$ cat src/rtl/pe_op_sequencer.sv
// ---------------------------------------------------------------------------
// pe_op_sequencer
//
// Control stage that sits directly upstream of the 16-bit PE array. It takes
// one instruction at a time over a valid/ready handshake and turns it into a
// cycle-exact sequence of PE control signals: RAM addresses, write enables,
// ALU select, the bit-serial step count and the E/W/S/N shift strobes.
//
// Instruction kinds:
//   0 = ALU   : ALU_RUN for ALU_CYCLES steps, one ALU_WB write-back, DONE
//   1 = SHIFT : SH_RD (synchronous RAM read), SH_WR (write + strobe), DONE
//   2/3 = NOP : straight to DONE
//
// Every output is a flop. The combinational block works out the next state
// and the output values that belong to that next state, so the outputs
// change on the same edge as the state.
//
// Optional feature (macro OP_EARLY_EXIT_EN):
//   When defined, an asserted i_op_all (AND of all PE Op flags) in ALU_RUN
//   with count >= 2 cuts the ALU phase short. The count freezes and a sticky
//   early-exit flag is raised on o_early_exit. When undefined, i_op_all and
//   o_early_exit do not exist and the ALU phase always runs in full.
//
// Ports:
//   i_clk           system clock, rising edge
//   i_reset         asynchronous reset, active low
//   i_ins_valid     instruction presented
//   o_ins_ready     instruction accepted this cycle (high only in IDLE)
//   i_ins_kind      0=ALU, 1=SHIFT, 2/3=NOP
//   i_ins_alu_sel   ALU operation code
//   i_ins_dir       shift direction: 0=east, 1=west, 2=south, 3=north
//   i_ins_src_a     port-A source address
//   i_ins_src_b     port-B source address
//   i_ins_dst       destination address
//   i_op_all        AND of all PE Op outputs        (OP_EARLY_EXIT_EN only)
//   o_early_exit    sticky early-exit flag          (OP_EARLY_EXIT_EN only)
//   o_addra/o_addrb PE RAM port addresses
//   o_wea/o_web     PE RAM port write enables
//   o_alu_sel       ALU select to the PEs
//   o_count         bit-serial step counter
//   o_east/o_west/o_south/o_north  neighbour shift strobes
//   o_busy          instruction in progress
//   o_done          one-cycle pulse on instruction completion
//   o_ins_count     completed instruction counter, wraps
// ---------------------------------------------------------------------------
module pe_op_sequencer #(
  parameter int ALU_CYCLES = 67,  // count runs 0..ALU_CYCLES-1, at most 127
  parameter int ADDR_W     = 10,
  parameter int SEL_W      = 4
) (
  input  logic              i_clk,
  input  logic              i_reset,
  input  logic              i_ins_valid,
  output logic              o_ins_ready,
  input  logic [1:0]        i_ins_kind,
  input  logic [SEL_W-1:0]  i_ins_alu_sel,
  input  logic [1:0]        i_ins_dir,
  input  logic [ADDR_W-1:0] i_ins_src_a,
  input  logic [ADDR_W-1:0] i_ins_src_b,
  input  logic [ADDR_W-1:0] i_ins_dst,
`ifdef OP_EARLY_EXIT_EN
  input  logic              i_op_all,
  output logic              o_early_exit,
`endif
  output logic [ADDR_W-1:0] o_addra,
  output logic [ADDR_W-1:0] o_addrb,
  output logic              o_wea,
  output logic              o_web,
  output logic [SEL_W-1:0]  o_alu_sel,
  output logic [6:0]        o_count,
  output logic              o_east,
  output logic              o_west,
  output logic              o_south,
  output logic              o_north,
  output logic              o_busy,
  output logic              o_done,
  output logic [15:0]       o_ins_count
);

  typedef enum logic [2:0] {
    S_IDLE    = 3'd0,
    S_ALU_RUN = 3'd1,
    S_ALU_WB  = 3'd2,
    S_SH_RD   = 3'd3,
    S_SH_WR   = 3'd4,
    S_DONE    = 3'd5
  } state_t;

  localparam logic [6:0] LP_LAST = 7'(ALU_CYCLES - 1);

  // State and latched instruction fields
  state_t            r_state;
  logic [ADDR_W-1:0] r_src_a;
  logic [ADDR_W-1:0] r_src_b;
  logic [ADDR_W-1:0] r_dst;
  logic [SEL_W-1:0]  r_sel;
  logic [1:0]        r_dir;

  // Output registers
  logic              r_ins_ready;
  logic [ADDR_W-1:0] r_addra;
  logic [ADDR_W-1:0] r_addrb;
  logic              r_wea;
  logic              r_web;
  logic [SEL_W-1:0]  r_alu_sel;
  logic [6:0]        r_count;
  logic              r_east;
  logic              r_west;
  logic              r_south;
  logic              r_north;
  logic              r_busy;
  logic              r_done;
  logic [15:0]       r_ins_count;

  // Next-state / next-output values
  state_t            w_next_state;
  logic              w_xfer;
  logic [ADDR_W-1:0] w_src_a;
  logic [ADDR_W-1:0] w_src_b;
  logic [SEL_W-1:0]  w_sel;
  logic              w_ins_ready;
  logic [ADDR_W-1:0] w_addra;
  logic [ADDR_W-1:0] w_addrb;
  logic              w_wea;
  logic              w_web;
  logic [SEL_W-1:0]  w_alu_sel;
  logic [6:0]        w_count;
  logic              w_east;
  logic              w_west;
  logic              w_south;
  logic              w_north;
  logic              w_busy;
  logic              w_done;
  logic [15:0]       w_ins_count;

`ifdef OP_EARLY_EXIT_EN
  logic r_early_seen;
  logic w_early_exit;
`endif

  // o_ins_ready is only ever high in IDLE, so the registered ready alone
  // qualifies a transfer.
  assign w_xfer = i_ins_valid && r_ins_ready;

  // On the transfer edge the latched fields are not yet loaded, so the
  // first-cycle outputs of ALU_RUN and SH_RD take the fields straight from
  // the inputs. ALU_WB and SH_WR are never entered from IDLE and use the
  // latched copies directly.
  assign w_src_a = w_xfer ? i_ins_src_a   : r_src_a;
  assign w_src_b = w_xfer ? i_ins_src_b   : r_src_b;
  assign w_sel   = w_xfer ? i_ins_alu_sel : r_sel;

  // Next-state decision followed by the output values that belong to the
  // state being entered. Every output gets a zero default so states only
  // list what they drive.
  always_comb begin
    w_next_state = r_state;
`ifdef OP_EARLY_EXIT_EN
    w_early_exit = 1'b0;
`endif
    case (r_state)
      S_IDLE: begin
        if (w_xfer) begin
          case (i_ins_kind)
            2'd0:    w_next_state = S_ALU_RUN;
            2'd1:    w_next_state = S_SH_RD;
            default: w_next_state = S_DONE;
          endcase
        end
      end
      S_ALU_RUN: begin
        if (r_count == LP_LAST) begin
          w_next_state = S_ALU_WB;
`ifdef OP_EARLY_EXIT_EN
        end else if (i_op_all && (r_count >= 7'd2)) begin
          w_next_state = S_ALU_WB;
          w_early_exit = 1'b1;
`endif
        end
      end
      S_ALU_WB: w_next_state = S_DONE;
      S_SH_RD:  w_next_state = S_SH_WR;
      S_SH_WR:  w_next_state = S_DONE;
      S_DONE:   w_next_state = S_IDLE;
      default:  w_next_state = S_IDLE;
    endcase

    w_ins_ready = 1'b0;
    w_addra     = '0;
    w_addrb     = '0;
    w_wea       = 1'b0;
    w_web       = 1'b0;
    w_alu_sel   = '0;
    w_count     = '0;
    w_east      = 1'b0;
    w_west      = 1'b0;
    w_south     = 1'b0;
    w_north     = 1'b0;
    w_busy      = 1'b0;
    w_done      = 1'b0;
    w_ins_count = r_ins_count;

    case (w_next_state)
      S_IDLE: begin
        w_ins_ready = 1'b1;
      end
      S_ALU_RUN: begin
        w_busy    = 1'b1;
        w_addra   = w_src_a;
        w_addrb   = w_src_b;
        w_alu_sel = w_sel;
        // Entering from IDLE starts the count at 0; otherwise it steps.
        w_count   = (r_state == S_ALU_RUN) ? (r_count + 7'd1) : 7'd0;
      end
      S_ALU_WB: begin
        // The count freezes at whatever value ended the ALU phase.
        w_busy    = 1'b1;
        w_addra   = r_dst;
        w_addrb   = r_src_b;
        w_wea     = 1'b1;
        w_alu_sel = r_sel;
        w_count   = r_count;
      end
      S_SH_RD: begin
        w_busy  = 1'b1;
        w_addra = w_src_a;
        w_addrb = w_src_b;
      end
      S_SH_WR: begin
        // Port B writes the word above the destination, wrapping at the top.
        w_busy  = 1'b1;
        w_addra = r_dst;
        w_addrb = r_dst + ADDR_W'(1);
        w_wea   = 1'b1;
        w_web   = 1'b1;
        case (r_dir)
          2'd0:    w_east  = 1'b1;
          2'd1:    w_west  = 1'b1;
          2'd2:    w_south = 1'b1;
          default: w_north = 1'b1;
        endcase
      end
      S_DONE: begin
        w_done      = 1'b1;
        w_ins_count = r_ins_count + 16'd1;
      end
      default: begin
        w_ins_ready = 1'b0;
      end
    endcase
  end

  // State register and output flops. Reset clears everything at once, so an
  // aborted instruction leaves no enable or strobe high and is never counted.
  always_ff @(posedge i_clk or negedge i_reset) begin
    if (!i_reset) begin
      r_state     <= S_IDLE;
      r_ins_ready <= 1'b0;
      r_addra     <= '0;
      r_addrb     <= '0;
      r_wea       <= 1'b0;
      r_web       <= 1'b0;
      r_alu_sel   <= '0;
      r_count     <= '0;
      r_east      <= 1'b0;
      r_west      <= 1'b0;
      r_south     <= 1'b0;
      r_north     <= 1'b0;
      r_busy      <= 1'b0;
      r_done      <= 1'b0;
      r_ins_count <= '0;
    end else begin
      r_state     <= w_next_state;
      r_ins_ready <= w_ins_ready;
      r_addra     <= w_addra;
      r_addrb     <= w_addrb;
      r_wea       <= w_wea;
      r_web       <= w_web;
      r_alu_sel   <= w_alu_sel;
      r_count     <= w_count;
      r_east      <= w_east;
      r_west      <= w_west;
      r_south     <= w_south;
      r_north     <= w_north;
      r_busy      <= w_busy;
      r_done      <= w_done;
      r_ins_count <= w_ins_count;
    end
  end

  // Instruction fields are captured once at the transfer edge and held for
  // the rest of the instruction. The kind is not kept: the state encodes it.
  always_ff @(posedge i_clk or negedge i_reset) begin
    if (!i_reset) begin
      r_src_a <= '0;
      r_src_b <= '0;
      r_dst   <= '0;
      r_sel   <= '0;
      r_dir   <= '0;
    end else if (w_xfer) begin
      r_src_a <= i_ins_src_a;
      r_src_b <= i_ins_src_b;
      r_dst   <= i_ins_dst;
      r_sel   <= i_ins_alu_sel;
      r_dir   <= i_ins_dir;
    end
  end

`ifdef OP_EARLY_EXIT_EN
  // Sticky record that some ALU phase ended early; only reset clears it.
  always_ff @(posedge i_clk or negedge i_reset) begin
    if (!i_reset) begin
      r_early_seen <= 1'b0;
    end else if (w_early_exit) begin
      r_early_seen <= 1'b1;
    end
  end

  assign o_early_exit = r_early_seen;
`endif

  assign o_ins_ready = r_ins_ready;
  assign o_addra     = r_addra;
  assign o_addrb     = r_addrb;
  assign o_wea       = r_wea;
  assign o_web       = r_web;
  assign o_alu_sel   = r_alu_sel;
  assign o_count     = r_count;
  assign o_east      = r_east;
  assign o_west      = r_west;
  assign o_south     = r_south;
  assign o_north     = r_north;
  assign o_busy      = r_busy;
  assign o_done      = r_done;
  assign o_ins_count = r_ins_count;

endmodule
$ cat config.mk
export PLATFORM = sky130hd
export DESIGN_NAME = pe_op_sequencer
export DESIGN_NICKNAME = d
export VERILOG_FILES = /design/src/rtl/pe_op_sequencer.sv
export SDC_FILE = /design/constraint.sdc
export NUM_CORES = 1
export LEC_CHECK = 0
export CAP_MARGIN = 5
export CORE_ASPECT_RATIO = 0.6
export CORE_MARGIN = 2
export CORE_UTILIZATION = 30
export DETAILED_ROUTE_END_ITERATION = 10
export GPL_TIMING_DRIVEN = 0
export PLACE_DENSITY = 0.52
export REMOVE_ABC_BUFFERS = 1
export SYNTH_ARGS = -nofsm -noshare
export SYNTH_HDL_FRONTEND = slang
export SYNTH_SLANG_ARGS = --single-unit
$ cat constraint.sdc
create_clock -name i_clk -period 2 [get_ports i_clk]
set_input_delay 0.5 -clock i_clk [delete_from_list [all_inputs] [get_ports i_clk]]
set_output_delay 0.5 -clock i_clk [all_outputs]
set_load 0.02 [all_outputs]
* Word level (Yosys, flattened, before mapping)
Index checks and enable logic that the tools add are counted.
** Operators by class
- Add/subtract/negate cells :: 3
- Multiply operators :: 0
- Div/mod/pow operators :: 0
- Order comparisons :: 0
- Equal/unequal tests :: 13
- Shifts and indexed selects :: 0
- Mux-type cells :: 25
- Bitwise operators :: 0
- Reduce and logical (&&, ||, !) cells :: 10
** Operators with widths (number)
- $pmux 10 s3 :: 1
- $mux 10 :: 2
- $pmux 10 s2 :: 1
- $add 16x1->16 const B :: 1
- $pmux 7 s2 :: 1
- $mux 1 :: 13
- $eq 3x2->1 const B :: 4
- $pmux 3 s4 :: 1
- $add 10x1->10 const B :: 1
- $eq 3x3->1 const B :: 3
- $pmux 4 s2 :: 1
- $add 7x1->7 const B :: 1
- $eq 7x7->1 const B :: 1
- $mux 7 :: 1
- $eq 3x1->1 const B :: 2
- $logic_not 3->1 :: 2
- $mux 3 :: 2
- $pmux 3 s2 :: 1
- $reduce_or 2->1 :: 3
- $eq 2x1->1 const B :: 2
- $logic_not 2->1 :: 2
- $mux 4 :: 1
- $reduce_or 4->1 :: 1
- $reduce_or 3->1 :: 1
- 2 further kinds :: 2
** Storage, ports and cells
- Register bits after elaboration :: 95
- Latch bits :: 0
- RAM bits :: 0
- Memory bits (read-only) :: 0
- Bits of input ports :: 41
- Output and inout port bits :: 56
- Word-level logic and storage cells :: 71
- Memories :: 0

* Longest topological paths before layout
- Word-level depth :: 7
- Mapped depth :: 7

* Worst setup path after synthesis
No wires, ideal clock.
- Path type :: flip-flop to flip-flop
- Start point :: register r_count[0], in the netlist o_count[0]
- End point :: register r_addrb[7], in the netlist o_addrb[7]
- Setup time :: 126 ps
- Data arrival time :: 1812 ps
- Required time :: 1874 ps
- Path slack :: 62 ps
- Stages on the path, launching flop included :: 7
- Period minus slack after synthesis :: 1938 ps
- Cell sequence :: dfrtp_1 inv_1 ha_1 and4bb_2 a21oi_1 mux2_2 a221o_1
** On the way
- Word-level cells in the longest chain between the ends :: 6
** RTL lines
- from (decl) :: line 106 : logic [6:0] r_count;
- from (signal assigned) :: line 280 : r_count <= w_count;
- $eq 7x7->1 * :: line 172 : if (r_count == LP_LAST) begin
- $mux 3 * :: line 172
- $pmux 3 s4 * :: line 161 : case (r_state)
- $eq 3x2->1 / $eq 3x1->1 (equally long branches) :: line 203 : case (w_next_state)
- $reduce_or 2->1 (no line)
- $pmux 10 s3 * :: line 203
- net w_addrb[7] :: line 123 : logic [ADDR_W-1:0] w_addrb;
- to (signal assigned) :: line 276 : r_addrb <= w_addrb;
- to (decl) :: line 102 : logic [ADDR_W-1:0] r_addrb;
The timed path passes the listed nets; every way through them passes the cells marked *.
A chain may end at the register's enable or synchronous reset.

* Final worst setup path
- Start point :: register r_ins_count[6], in the netlist o_ins_count[6]
- End point :: output port o_ins_count[6]
** RTL lines
- from (decl) :: line 113 : logic [15:0] r_ins_count;
- from (signal assigned) :: line 287 : r_ins_count <= w_ins_count;
- to (decl) :: line 77 : output logic [15:0] o_ins_count
No word-level cell between the ends.

==> impl_metrics.toml <==
[die]
coreArea_mm2 = 0.0130
num_rows = 32
io_pins = 97
initial_core_util = 0.312
die_h_um = 94.2
die_w_um = 154
die_area_mm2 = 0.0145

[routing]
wire_per_inst_um = 17.1
num_vias = 2862
vias_per_cell = 4.73
routed_wl_mm = 10.4
drt_first_pass_iters = 4
drc = 0
postRouteAntennaNets = 0
drtIter0Drc = 154

[worst_setup_path]
cp.required_ns = 1.50
crit_start = "o_ins_count[6]"
critical-path-top-delay-family = "buffers and inverters"
max_stage_delay_ns = 0.64
cpMaxStageDelayCell = "clkdlybuf4s50_1"
path_buf_inv = 1
worst_setup_path_end_kind = "primary output"
crit_arrival_ns = 1.43
reg2reg_from = "o_count[0]"
worstSetupPathType = "register to primary output"
critPathLaunchType = "register"
worst-path-max-fanout = 6
cp_cell_sequence = "clkdlybuf4s50_1"

[placement]
place_area_mm2 = 0.00524
routabilityCongestion = 0.778
io_buffers = 96
pre_cts_ws_ns = -0.722
place_hpwl_mm = 7.05

[timing]
timing.final.crit_share = 0.966
slew_violations = 0
final.min_clock_period_ns = 1.93
finClkSkew_ns = 0.00693
tightest_slew_ns = 0.447
hold_viol = 0
rsz0062_at_grt = "no"
max-slew-margin-rel = 0.701
fin_ws_ns = 0.0685
finalSetupViolations = 0
max_freq_mhz = 518

[clocking]
cts_made_buffers = 9
hold_buffers = 0
path_clk_slew_ns = 0.07
h-tree-depth = 3
cts_tree = "done"
clock_path_buffers = 2
insertion_delay_ns = 0.34
cts_root_buffer = "clkbuf_16"
clkSinkCount = 95

[synth]
synth_fa_ha_area_frac = 0.0123
synthTopCellsByArea = "dfrtp_1 (58%), mux2_2 (11%), xnor2_1 (3.4%)"
synthMuxAreaShare = 0.108
synth_xor_area_frac = 0.0582
postSynthCellCount = 326
synthFlopType = "dfrtp_1"
synth_warnings = 0
synth_compound_area_frac = 0.103
synth_top_family_by_area = "simple AND/OR/NAND/NOR gates"
synth_edf_count = 0
synth_cell_types = 42
synth_seq_area_share = 0.585
async_flop_share = 1.00
yosysTopAreaCell = "dfrtp_1"
synthesis.area_mm2 = 0.00406
yosys_register_bits = 95
syn_area_per_cell_um2 = 12.5
yosysTopAreaCellShare = 0.585
synthSimpleGateAreaFrac = 0.114

[global_routing]
antenna_found_initial = 0
track_usage = 0.149
grt_max_degree = 70
grt_first_pass_wirelength_mm = 16.2
overflow = 0
grt_pass1_vias = 2868

[final_layout]
final_area_mm2 = 0.00568
diodes = 0
area_growth_pct = 39.9
drive_gt1_frac = 0.193
nFillCells = 1220
nets = 475

[run]
drv_cap = 0

[outcome]
status = "finished, final reports clean"

[min_path]
worstHoldPathType = "input port to async pin"

[power]
irDropWorstVdd_uv = 521
power_mw = 7.75
power_density_mw_per_mm2 = 1360
p_leak_nw = 2.44
repair_timing:
item	4_1_cts	5_1_grt
setup endpoints to repair	23	15
buffers inserted	5	2
gates cloned	0	1
resized for setup	3	6
pin swaps	1	2
path summary, 6_finish.rpt:
check | cells past startpoint | slack, ns | to
min | 1 | 0.08 | o_count[1]
min reg2reg | 1 | 0.47 | o_ins_count[15]
max | 1 | 0.07 | o_ins_count[6]
max reg2reg | 6 | 0.10 | o_addrb[7]
max in group asynchronous | 2 | 1.24 | r_src_a[5]
min in group i_clk | 1 | 0.47 | o_ins_count[15]
cells by family after synthesis:
family          after synthesis
flops                        95
simple gates                 86
compound gates               58
mux                          39
xor+xnor                     27
buf+inv                      17
fa+ha+maj                     4
area by class of cell:
cell class	count	area, um^2	area share
clock buffers	11	243	0.0427
clock inverters	5	56.3	0.00991
inverters	3	11.3	0.00198
multi-input cells	214	1640	0.289
flip-flops and latches	95	2380	0.418
well taps	170	213	0.0374
repair buffers	107	1140	0.201
cell usage after synthesis (2+ instances only):
master	instances
ha_1	4
a32o_1	4
a21o_1	2
and2_1	3
o21ai_1	5
inv_1	2
o21ai_0	17
nand3b_1	2
a21bo_2	8
nor3_1	4
buf_4	2
xnor2_1	16
or3_1	4
nand3_1	13
a21oi_1	5
mux2_2	38
nand2_1	20
nand4_1	6
xor2_1	11
a21bo_1	2
dfrtp_1	95
clkbuf_1	4
buf_2	8
nor2_1	16
and4_1	3
or2_2	2
o211ai_1	6
a211oi_1	2
a22oi_1	4
and3_1	6
placed cells by master, fill, tap and decap left out, types with 3 or more instances in the layout:
master and instances:
nand2_1 19, a32o_1 4, a21bo_2 8, o211ai_1 6
nor2_1 16, or3_1 4, mux2_2 38, nand3_1 13
and4_1 3, clkbuf_16 10, a21oi_1 4, buf_12 4
clkdlybuf4s50_1 93, xnor2_1 16, xor2_1 11, o21ai_1 4
nand4_1 6, dfrtp_1 95, ha_1 4, buf_4 5
nor3_1 4, o21ai_0 17, and3_1 6, a22oi_1 4
registers in the layout (all words and copies together), names as in the netlist, 2 cells and up:
name	cells
o_ins_count	16
o_addra	10
o_addrb	10
r_dst	10
r_src_a	10
r_src_b	10
o_count	7
o_alu_sel	4
r_sel	4
r_state	3
r_dir	2
per-layer routing:
| layer | vias to the layer above | routed length [um] | GRT usage |
|---|---|---|---|
| li1 | 1373 | - | - |
| met1 | 1410 | 5670 | 0.229 |
| met2 | 69 | 4090 | 0.199 |
| met3 | 10 | 507 | 0.0429 |
| met4 | 0 | 115 | 0.0417 |
| met5 | - | 0 | 0 |
metrics by stage:
| stage | instances | TNS (ns) | util | hold WS, ns |
|---|---|---|---|---|
| 2_1_floorplan | 312 | -3.75 | - | 0.204 |
| 3_3_place_gp | 578 | -385.92 | 0.397 | 0.459 |
| 3_5_place_dp | 581 | -12.76 | 0.403 | 0.454 |
| 4_1_cts | 602 | 0 | 0.432 | 0.0843 |
| 5_1_grt | 605 | 0 | 0.437 | 0.0945 |
| 6_report | 605 | 0 | 0.437 | 0.0823 |
report_power, final:
part	internal, mW	leakage (nW)	switching [mW]
combinational	1.56	1.09	1.35
sequential	2.60	1.21	0.508
clock	1.00	0.146	0.735
Power figures use the tool's default switching activity.
